**config.mk**
```make
export PLATFORM = sky130hd
export DESIGN_NAME = bram_stream_reader_flat
export DESIGN_NICKNAME = d
export VERILOG_FILES = /design/src/rtl/bram_stream_reader_pkg.sv /design/src/rtl/bram_stream_reader_if.sv /design/src/rtl/bram_reader_fifo2.sv /design/src/rtl/bram_stream_reader.sv /design/src/flat_wrapper.sv
export SDC_FILE = /design/constraint.sdc
export NUM_CORES = 1
export LEC_CHECK = 0
export ABC_CLOCK_PERIOD_IN_PS = 7200
export CAP_MARGIN = 5
export CORE_AREA = 2 2 164 166
export CTS_BUF_LIST = sky130_fd_sc_hd__clkbuf_4 sky130_fd_sc_hd__clkbuf_8 sky130_fd_sc_hd__clkbuf_16
export DETAILED_ROUTE_END_ITERATION = 8
export DIE_AREA = 0 0 166 168
export PLACE_DENSITY_LB_ADDON = 0.25
export SLEW_MARGIN = 20
export SYNTH_ARGS = -nofsm -noshare
export SYNTH_HDL_FRONTEND = slang
export SYNTH_SLANG_ARGS = --single-unit
```
**constraint.sdc**
```tcl
create_clock -name i_clk -period 7.2 [get_ports i_clk]
set_clock_uncertainty 0.05 [all_clocks]
set_input_delay 1.08 -clock i_clk [delete_from_list [all_inputs] [get_ports i_clk]]
set_output_delay 1.08 -clock i_clk [all_outputs]
set_load 0.01 [all_outputs]
```
**src/rtl/bram_stream_reader_pkg.sv**
```systemverilog
// Shared types and constants for the BRAM stream reader.
package bram_stream_reader_pkg;

  typedef enum logic [1:0] {
    ST_IDLE  = 2'd0,
    ST_READ  = 2'd1,
    ST_DRAIN = 2'd2,
    ST_DONE  = 2'd3
  } state_e;

  localparam int unsigned FIFO_DEPTH = 2;
  localparam int unsigned FIFO_CNT_W = 2;

endpackage

```
**src/rtl/bram_stream_reader_if.sv**
```systemverilog
// Valid/ready word stream produced by the BRAM stream reader.
interface bram_stream_reader_if #(
  parameter int unsigned DATA_WIDTH = 64
);
  logic                  o_valid;
  logic [DATA_WIDTH-1:0] o_data;
  logic                  o_last;
  logic                  i_ready;

  modport master (output o_valid, output o_data, output o_last, input i_ready);
  modport slave  (input o_valid, input o_data, input o_last, output i_ready);
endinterface

```
**src/rtl/bram_reader_fifo2.sv**
```systemverilog
// Two-entry shift FIFO; entry 0 is always the head, push and pop may coincide.
module bram_reader_fifo2
  import bram_stream_reader_pkg::*;
#(
  parameter int unsigned WIDTH = 65
) (
  input  logic                  i_clk,
  input  logic                  i_areset_n,
  input  logic                  i_push,
  input  logic [WIDTH-1:0]      i_push_data,
  input  logic                  i_pop,
  output logic [FIFO_CNT_W-1:0] o_count,
  output logic [WIDTH-1:0]      o_head
);

  logic [WIDTH-1:0]      ent0_q, ent0_d;
  logic [WIDTH-1:0]      ent1_q, ent1_d;
  logic [FIFO_CNT_W-1:0] cnt_q, cnt_d;
  logic                  pop_ok, push_ok;

  always_comb begin
    ent0_d  = ent0_q;
    ent1_d  = ent1_q;
    cnt_d   = cnt_q;
    pop_ok  = i_pop && (cnt_q != FIFO_CNT_W'(0));
    push_ok = i_push && ((cnt_q != FIFO_CNT_W'(FIFO_DEPTH)) || pop_ok);
    case ({push_ok, pop_ok})
      2'b10: begin
        if (cnt_q == FIFO_CNT_W'(0)) ent0_d = i_push_data;
        else                         ent1_d = i_push_data;
        cnt_d = cnt_q + FIFO_CNT_W'(1);
      end
      2'b01: begin
        ent0_d = ent1_q;
        cnt_d  = cnt_q - FIFO_CNT_W'(1);
      end
      2'b11: begin
        // Occupancy unchanged: new word lands behind whatever remains.
        if (cnt_q == FIFO_CNT_W'(1)) begin
          ent0_d = i_push_data;
        end else begin
          ent0_d = ent1_q;
          ent1_d = i_push_data;
        end
      end
      default: ;
    endcase
  end

  always_ff @(posedge i_clk or negedge i_areset_n) begin
    if (!i_areset_n) begin
      ent0_q <= '0;
      ent1_q <= '0;
      cnt_q  <= '0;
    end else begin
      ent0_q <= ent0_d;
      ent1_q <= ent1_d;
      cnt_q  <= cnt_d;
    end
  end

  assign o_count = cnt_q;
  assign o_head  = ent0_q;

endmodule

```
**src/rtl/bram_stream_reader.sv**
```systemverilog
// Reads a run of consecutive BRAM words and streams them out with backpressure.
module bram_stream_reader
  import bram_stream_reader_pkg::*;
#(
  parameter int unsigned ADDR_WIDTH = 8,
  parameter int unsigned DATA_WIDTH = 64
) (
  input  logic                  i_clk,
  input  logic                  i_areset_n,
  input  logic                  i_start,
  input  logic [ADDR_WIDTH-1:0] i_start_addr,
  input  logic [ADDR_WIDTH:0]   i_word_count,
  output logic                  o_busy,
  output logic                  o_done,
  output logic [ADDR_WIDTH-1:0] o_ram_addr,
  output logic                  o_ram_write,
  output logic [DATA_WIDTH-1:0] o_ram_data,
  input  logic [DATA_WIDTH-1:0] i_ram_data,
  bram_stream_reader_if.master  strm
);

  localparam int unsigned CNT_W = ADDR_WIDTH + 1;
  localparam int unsigned ENT_W = DATA_WIDTH + 1;

  state_e                state_q, state_d;
  logic [ADDR_WIDTH-1:0] addr_q, addr_d;
  logic [CNT_W-1:0]      remain_q, remain_d;
  logic                  inflight_q, inflight_d;
  logic                  inflight_last_q, inflight_last_d;
  logic                  busy_q, done_q;

  logic [FIFO_CNT_W-1:0] fifo_count;
  logic [ENT_W-1:0]      fifo_head;
  logic                  pop, issue;
  logic [2:0]            occupancy;

  assign pop       = strm.o_valid & strm.i_ready;
  // Words that will be held after this edge if nothing new is issued.
  assign occupancy = 3'(fifo_count) + 3'(inflight_q) - 3'(pop);

  always_comb begin
    state_d         = state_q;
    addr_d          = addr_q;
    remain_d        = remain_q;
    issue           = 1'b0;
    case (state_q)
      ST_IDLE: begin
        if (i_start) begin
          if (i_word_count != CNT_W'(0)) begin
            addr_d   = i_start_addr;
            remain_d = i_word_count;
            state_d  = ST_READ;
          end else begin
            state_d  = ST_DONE;
          end
        end
      end
      ST_READ: begin
        if (occupancy < 3'd2) begin
          issue    = 1'b1;
          addr_d   = addr_q + ADDR_WIDTH'(1);
          remain_d = remain_q - CNT_W'(1);
          if (remain_q == CNT_W'(1)) state_d = ST_DRAIN;
        end
      end
      ST_DRAIN: begin
        // Leave as the final word transfers so done lands in the following cycle.
        if (!inflight_q && ((fifo_count == FIFO_CNT_W'(0)) ||
                            ((fifo_count == FIFO_CNT_W'(1)) && pop)))
          state_d = ST_DONE;
      end
      ST_DONE:  state_d = ST_IDLE;
      default:  state_d = ST_IDLE;
    endcase
    inflight_d      = issue;
    inflight_last_d = issue && (remain_q == CNT_W'(1));
  end

  always_ff @(posedge i_clk or negedge i_areset_n) begin
    if (!i_areset_n) begin
      state_q         <= ST_IDLE;
      addr_q          <= '0;
      remain_q        <= '0;
      inflight_q      <= 1'b0;
      inflight_last_q <= 1'b0;
      busy_q          <= 1'b0;
      done_q          <= 1'b0;
    end else begin
      state_q         <= state_d;
      addr_q          <= addr_d;
      remain_q        <= remain_d;
      inflight_q      <= inflight_d;
      inflight_last_q <= inflight_last_d;
      busy_q          <= (state_d != ST_IDLE);
      done_q          <= (state_d == ST_DONE);
    end
  end

  bram_reader_fifo2 #(.WIDTH(ENT_W)) u_fifo (
    .i_clk       (i_clk),
    .i_areset_n  (i_areset_n),
    .i_push      (inflight_q),
    .i_push_data ({inflight_last_q, i_ram_data}),
    .i_pop       (pop),
    .o_count     (fifo_count),
    .o_head      (fifo_head)
  );

  assign strm.o_valid = (fifo_count != FIFO_CNT_W'(0));
  assign strm.o_data  = fifo_head[DATA_WIDTH-1:0];
  assign strm.o_last  = strm.o_valid & fifo_head[DATA_WIDTH];

  assign o_busy      = busy_q;
  assign o_done      = done_q;
  assign o_ram_addr  = addr_q;
  assign o_ram_write = 1'b0;
  assign o_ram_data  = '0;

endmodule
```
**src/flat_wrapper.sv**
```systemverilog
// flat-port wrapper written by rule: the top's interface ports become plain ports
module bram_stream_reader_flat import bram_stream_reader_pkg::*;
#(
  parameter int unsigned ADDR_WIDTH = 8,
  parameter int unsigned DATA_WIDTH = 64
)
  (i_clk, i_areset_n, i_start, i_start_addr, i_word_count, o_busy, o_done, o_ram_addr, o_ram_write, o_ram_data, i_ram_data, strm_o_valid, strm_o_data, strm_o_last, strm_i_ready);
  bram_stream_reader_if #(.DATA_WIDTH(DATA_WIDTH)) strm_i ();
  input  logic i_clk;
  input  logic i_areset_n;
  input  logic i_start;
  input  logic [ADDR_WIDTH-1:0] i_start_addr;
  input  logic [ADDR_WIDTH:0] i_word_count;
  output logic o_busy;
  output logic o_done;
  output logic [ADDR_WIDTH-1:0] o_ram_addr;
  output logic o_ram_write;
  output logic [DATA_WIDTH-1:0] o_ram_data;
  input  logic [DATA_WIDTH-1:0] i_ram_data;
  output wire logic [$bits(strm_i.o_valid)-1:0] strm_o_valid;
  output wire logic [$bits(strm_i.o_data)-1:0] strm_o_data;
  output wire logic [$bits(strm_i.o_last)-1:0] strm_o_last;
  input wire logic [$bits(strm_i.i_ready)-1:0] strm_i_ready;
  assign strm_o_valid = strm_i.o_valid;
  assign strm_o_data = strm_i.o_data;
  assign strm_o_last = strm_i.o_last;
  assign strm_i.i_ready = strm_i_ready;
  bram_stream_reader #(.ADDR_WIDTH(ADDR_WIDTH), .DATA_WIDTH(DATA_WIDTH)) u_core (.i_clk(i_clk), .i_areset_n(i_areset_n), .i_start(i_start), .i_start_addr(i_start_addr), .i_word_count(i_word_count), .o_busy(o_busy), .o_done(o_done), .o_ram_addr(o_ram_addr), .o_ram_write(o_ram_write), .o_ram_data(o_ram_data), .i_ram_data(i_ram_data), .strm(strm_i));
endmodule
```
# Yosys cells after proc, flatten, opt, wreduce, memory -nomap -nowiden
# Index checks and enable logic that the tools add are counted.
# word_totals
reg_bits	155
input_bits	85
out_inout_bits	141
word_cells	78
# classes
addsub	6
order_cmp	1
n_eq_ne	16
muxes	23
bitwise	2
reduce_logical	20
# op_table
operator	count
two-way mux 65 bit	4
case mux 65 bit (3 select lines)	1
case mux 65 bit (2 select lines)	1
two-way mux 9 bit	3
two-way mux 8 bit	3
case mux 9 bit (2 select lines)	1
case mux 8 bit (2 select lines)	1
== test 2 bit (second input constant)	5
two-way mux 2 bit	5
nonzero test 2 bit	5
== test 9 x 1 -> 1 bit (second input constant)	1
nonzero test 9 bit	1
subtractor 9 x 1 -> 9 bit (second input constant)	1
adder 8 x 1 -> 8 bit (second input constant)	1
inequality test 2 bit (second input constant)	4
case mux 2 bit (4 select lines)	1
== test 2 x 1 -> 1 bit (second input constant)	3
inequality test 2 x 1 -> 1 bit (second input constant)	3
logical AND 1 bit	5
logical NOT 2 bit	2
case mux 2 bit (2 select lines)	1
AND reduction 4 bit	1
adder 2 x 1 -> 3 bit	1
< comparator 3 x 2 -> 1 bit (second input constant)	1
other kinds (10)	13

# Longest topological paths before layout
# logic_depth
ltp_word	8
mapped_depth	12
depth_no_buf	11

# Hierarchy
# Synthesis repeated with hierarchy kept, for this count alone.
# hier_totals
hier_cells	763
area_unflattened_um2	7782.5
# modules_own_cells
mod	instances	cells_each	area_per_inst_um2	seq_area_each_um2
bram_reader_fifo2	1	536	5884.4	3303.2
bram_stream_reader	1	227	1898.1	575.6

# Worst setup path before layout
# No wires, ideal clock.
# synth_timing
kind	input -> register
startpoint	input port strm_i_ready
endpoint	register u_core.busy_q, in the netlist u_core.o_busy
setup_ns	0.132
t_arrival_ns	2.902
required_time_ns	7.018
slack_ns	4.117
stages	9
n_path_buf	0
cell_sequence	nand2b_4 > inv_2 > ha_1 > nand2b_1 > fa_1 > xor2_1 > nand2b_4 > a221oi_2 > or3b_1
# synth_via
elab_chain_cells	7
word_cells_on_any_way	10
classes_between	1 x add/sub; 1 x order compare; 3 x mux; 1 x bitwise; 4 x reduce/logical
# synth_rtl
item	line	source
start: declaration	flat_wrapper.sv:23	input wire logic [$bits(strm_i.i_ready)-1:0] strm_i_ready;
bitwise AND 1 bit *	bram_stream_reader.sv:37	assign pop = strm.o_valid & strm.i_ready;
parallel branches: the longest is 4 deep, another holds subtractor 3 x 1 -> 3 bit	n/a	
case mux 2 bit (4 select lines) *	bram_stream_reader.sv:46	case (state_q)
nonzero test 2 bit *	bram_stream_reader.sv:94	busy_q <= (state_d != ST_IDLE);
end signal: assignment	bram_stream_reader.sv:94	
end: declaration	bram_stream_reader.sv:30	logic busy_q, done_q;
# Mark *: on every way between the ends.
# A chain may end at the register's enable or synchronous reset.

# Final worst setup path
# layout_timing
startpoint	input port strm_i_ready
endpoint	register u_core.addr_q[0], in the netlist u_core.o_ram_addr[0]
# layout_via
elab_chain_cells	5
# layout_rtl
item	line	source
bitwise AND 1 bit	bram_stream_reader.sv:37	
subtractor 3 x 1 -> 3 bit	bram_stream_reader.sv:39	assign occupancy = 3'(fifo_count) + 3'(inflight_q) - 3'(pop);
< comparator 3 x 2 -> 1 bit	bram_stream_reader.sv:59	if (occupancy < 3'd2) begin
inequality test 2 x 1 -> 1 bit (no line)	n/a	
AND reduction 4 bit (no line)	n/a	
end signal: assignment	bram_stream_reader.sv:90	addr_q <= addr_d;
end: declaration	bram_stream_reader.sv:26	logic [ADDR_WIDTH-1:0] addr_q, addr_d;
# No other way between the ends.

==> summary.txt <==
Logic synthesis
  – FF+latch count, synth: 155
  – Compound-Gate Fraction of Synth Area: 9.38%
  – Synth Area in Adders: 1.34%
  – Asr flop ratio synth: 100%
  – Mux cell area share after synthesis: ~18%
  – Yosys Warn Count: 0
  – Ranking of synthesized cells by area: dfrtp_1, buf_4, mux2i_1, mux2_1, a21oi_1
  – Sequential area share after synthesis: about half
  – Top FF cell, synth: dfrtp_1
  – Simple-Gate Fraction of Synth Area: roughly 7.7%
  – Synth top cells by count: dfrtp_1, buf_4, a21oi_1
  – Syn_area_per_cell: between 10 and 15 um2
  – Largest family of logic cells by synthesized area: multiplexers
  – Post-synth EDFFs: 0
  – Syn Std Cell Area: 0.00802 mm2
  – Most frequent cell after synthesis: dfrtp_1
  – Post-synth cell types: 54
  – Post-Synthesis Cells: 735
  – XOR/XNOR Fraction of Synth Area: less than 1%
  – Synth top area share: about half
  – Synth area leader: dfrtp_1

Clocking
  – Clk slew on worst S/H paths: ~0.070 ns
  – CTS Buffer Depth: 2
  – Clk Latency, worst-skew pair: around 0.42 ns
  – Resized cells post-CTS: 0
  – H-tree depth: 4
  – CTS Sinks: 155
  – Number of hold buffers added after cts: 0
  – Root Buffer Master: clkbuf_16
  – Total CTS buffers: 17
  – Setup Buffers After CTS: 0
  – CTS tree: built

Place
  – # placed instances: between 1000 and 1500
  – Global placement routability congestion: 0.768
  – Placed inst area: approximately 0.009 mm2
  – Final HPWL DP: 11.3 mm
  – IO buf count: 160

Global routing
  – Initial antenna violation count: 0
  – GRT overflow: 0
  – Number of global-route vias before repair: a little over 5000
  – GRT Resource Usage Total: between 10% and 20%
  – First-pass GRT wire length: roughly 28 mm
  – Met3 Track Usage GR: under 10%
  – M1 GR Usage: ~17%
  – Pin count of the biggest net entering global routing: about 90
  – Busiest grt layer: met2
  – M2 GR Usage: between 10% and 20%

Timing
  – RSZ-0062 raised after global routing: false
  – Setup TNS: 0 ns
  – Tmin final: about 3.4 ns
  – Slew HR: between 40% and 50%
  – Fin crit share: between 40% and 50%
  – Final setup viols: 0
  – Fin. max-slew vios: 0
  – Worst hold margin: approximately 0.44 ns
  – Maximum clock rate: 297 MHz
  – Fin. Hold Viols: 0
  – Worst-margin pin slew: 0.885 ns

Setup path
  – Critical path, cell by cell: clkdlybuf4s50_1, nand2b_4, inv_2, ha_1, nand2b_1, fa_1, nand2_1, o21ai_0, buf_4, nand2_1, o31ai_1
  – CP most frequent cell: nand2_1
  – WP buf/inv: 3
  – Critical path type: in -> reg
  – CP max stage delay: about 0.55 ns
  – Top delay family on crit path: buffers and inverters
  – Crit path launch type: input port
  – Crit path required time: 7.47 ns
  – CP max FO: 11
  – Critical path's slowest cell: fa_1
  – Critical Path AT: 3.64 ns
  – CP endpoint kind: register

Drt
  – Vias per cell: ~4.4
  – Initial DRC Count: 330
  – Pre-Repair DR Iteration Count: 4
  – # DRC: 0
  – Vias after detailed routing: approximately 5200
  – Routed Antenna Nets: 0
  – Final wirelength: between 15 and 20 mm
  – Wire per inst: 14.7 um

Floorplanning
  – Initial Util: 30.4%
  – Rows: 60
  – Core Region: ~0.026 mm2
  – Die H: roughly 170 um
  – Die area: around 0.028 mm2
  – # IOs: 226
  – Die width: around 170 um

Pwr
  – PD cells: 441 mW/mm2
  – Leak: between 4 and 5 nW
  – Peak VDD IR: between 0.0002 and 0.00025 V

Min path
  – HP Class: reg -> reg

Cells and area
  – Fillers: between 2000 and 3000
  – Share of cells above drive strength 1: under 10%
  – Area Overhead vs Synth: 21.8%
  – Finished Layout Cells: around 1200
  – Fin area: a little under 0.01 mm2
  – Nets: roughly 910
  – Ant. Diodes: 0

Outcome
  – Outcome: finished, final reports clean

Run
  – Max_cap viols: 0
metal layers:
metal	share of wire [%]	vias to the layer above
met5	0	-
met4	1.1	0
met3	5.1	12
met2	46	149
met1	47	2539
li1	-	2517
power breakdown:
part	internal [mW]	total [mW]	switching, mW	leakage (nW)
clock	0.499	0.898	0.400	0.267
combinational	0.940	1.84	0.903	2.23
sequential	1.31	1.57	0.260	1.80
registers in the layout, indices dropped and copies added, names as in the netlist, 2 cells and up:
name / count
u_core.o_ram_addr: 8
u_core.remain_q: 9
u_core.state_q: 2
u_core.u_fifo.ent1_q: 65
u_core.u_fifo.o_count: 2
u_core.u_fifo.o_head: 65
worst reg2reg max path, stage by stage (launching register included):
cell,delay [ns]
dfrtp_1,0.48
inv_1,0.10
ha_1,0.23
nand2b_4,0.18
inv_2,0.09
ha_1,0.22
nand2b_1,0.15
fa_1,0.55
nand2_1,0.08
o21ai_0,0.15
buf_4,0.20
nand2_1,0.19
o31ai_1,0.28
worst paths after layout:
path / from / to / slack [ns] / cells past startpoint
setup / recovery: strm_i_ready / u_core.o_ram_addr[0] / 3.83 / 11
hold / removal: u_core.u_fifo.ent1_q[1] / u_core.u_fifo.ent1_q[1] / 0.44 / 1
setup reg to reg: u_core.u_fifo.o_count[1] / u_core.o_ram_addr[0] / 4.15 / 12
hold reg to reg: u_core.u_fifo.ent1_q[1] / u_core.u_fifo.ent1_q[1] / 0.44 / 1
max in group asynchronous: i_areset_n / u_core.u_fifo.o_head[6] / 5.00 / 2
min in group asynchronous: i_areset_n / u_core.u_fifo.o_head[43] / 0.68 / 1
cells by family (layout without fill, tap and decap cells):
group	after synthesis	count (layout)
AO/OA/AOI/OAI	128	128
XOR/XNOR	2	2
adder cells (fa/ha/maj)	8	8
buffers and inverters	175	209
flip-flops	155	155
multiplexers	134	134
other	1	65
AND/OR/NAND/NOR	132	132
through the flow:
step / power [mW] / utilization (%) / setup slack, ns
final: 4.31 / 37.1 / 3.83
after detailed placement: 3.46 / 34.9 / 3.39
after floorplan: 2.98 / - / 4.12
after global placement: 3.43 / 34.9 / 3.41
after CTS: 4.39 / 37.1 / 3.82
after global routing: 4.63 / 37.1 / 3.68
final cells by class:
type / instances / area (um2) / area share (%)
Clock buffer: 19 / 447 / 4.57
Clock inverter: 13 / 133 / 1.36
Inverter: 9 / 33.8 / 0.346
Multi-Input combinational cell: 469 / 3180 / 32.6
Sequential cell: 155 / 3880 / 39.7
Tap cell: 341 / 427 / 4.37
Timing Repair Buffer: 168 / 1660 / 17.0
cells in the final DEF, fill, tap and decap left out, types with 2 or more instances in the layout:
cell type / netlist / layout
o31ai_1: 7 / 7
a21oi_1: 79 / 79
clkdlybuf4s50_1: 0 / 159
a31oi_1: 10 / 10
nand4_1: 3 / 3
conb_1: 1 / 65
o22ai_1: 3 / 3
clkbuf_16: 0 / 17
nand2b_4: 2 / 2
nand2b_1: 6 / 6
nand3_1: 5 / 4
inv_1: 7 / 7
inv_2: 2 / 2
o32ai_1: 4 / 4
inv_6: 0 / 4
nor3_1: 4 / 4
inv_8: 0 / 2
o21ai_0: 11 / 11
dfrtp_1: 155 / 155
nor2_1: 78 / 78
a2bb2oi_1: 2 / 2
nor2b_1: 3 / 3
mux2_1: 50 / 50
or3_1: 2 / 2
ha_1: 7 / 7
buf_4: 134 / 8
mux2i_1: 69 / 69
nand2_1: 18 / 17
mux2_2: 15 / 15
clkinvlp_4: 0 / 6
Power figures use the tool's default switching activity.
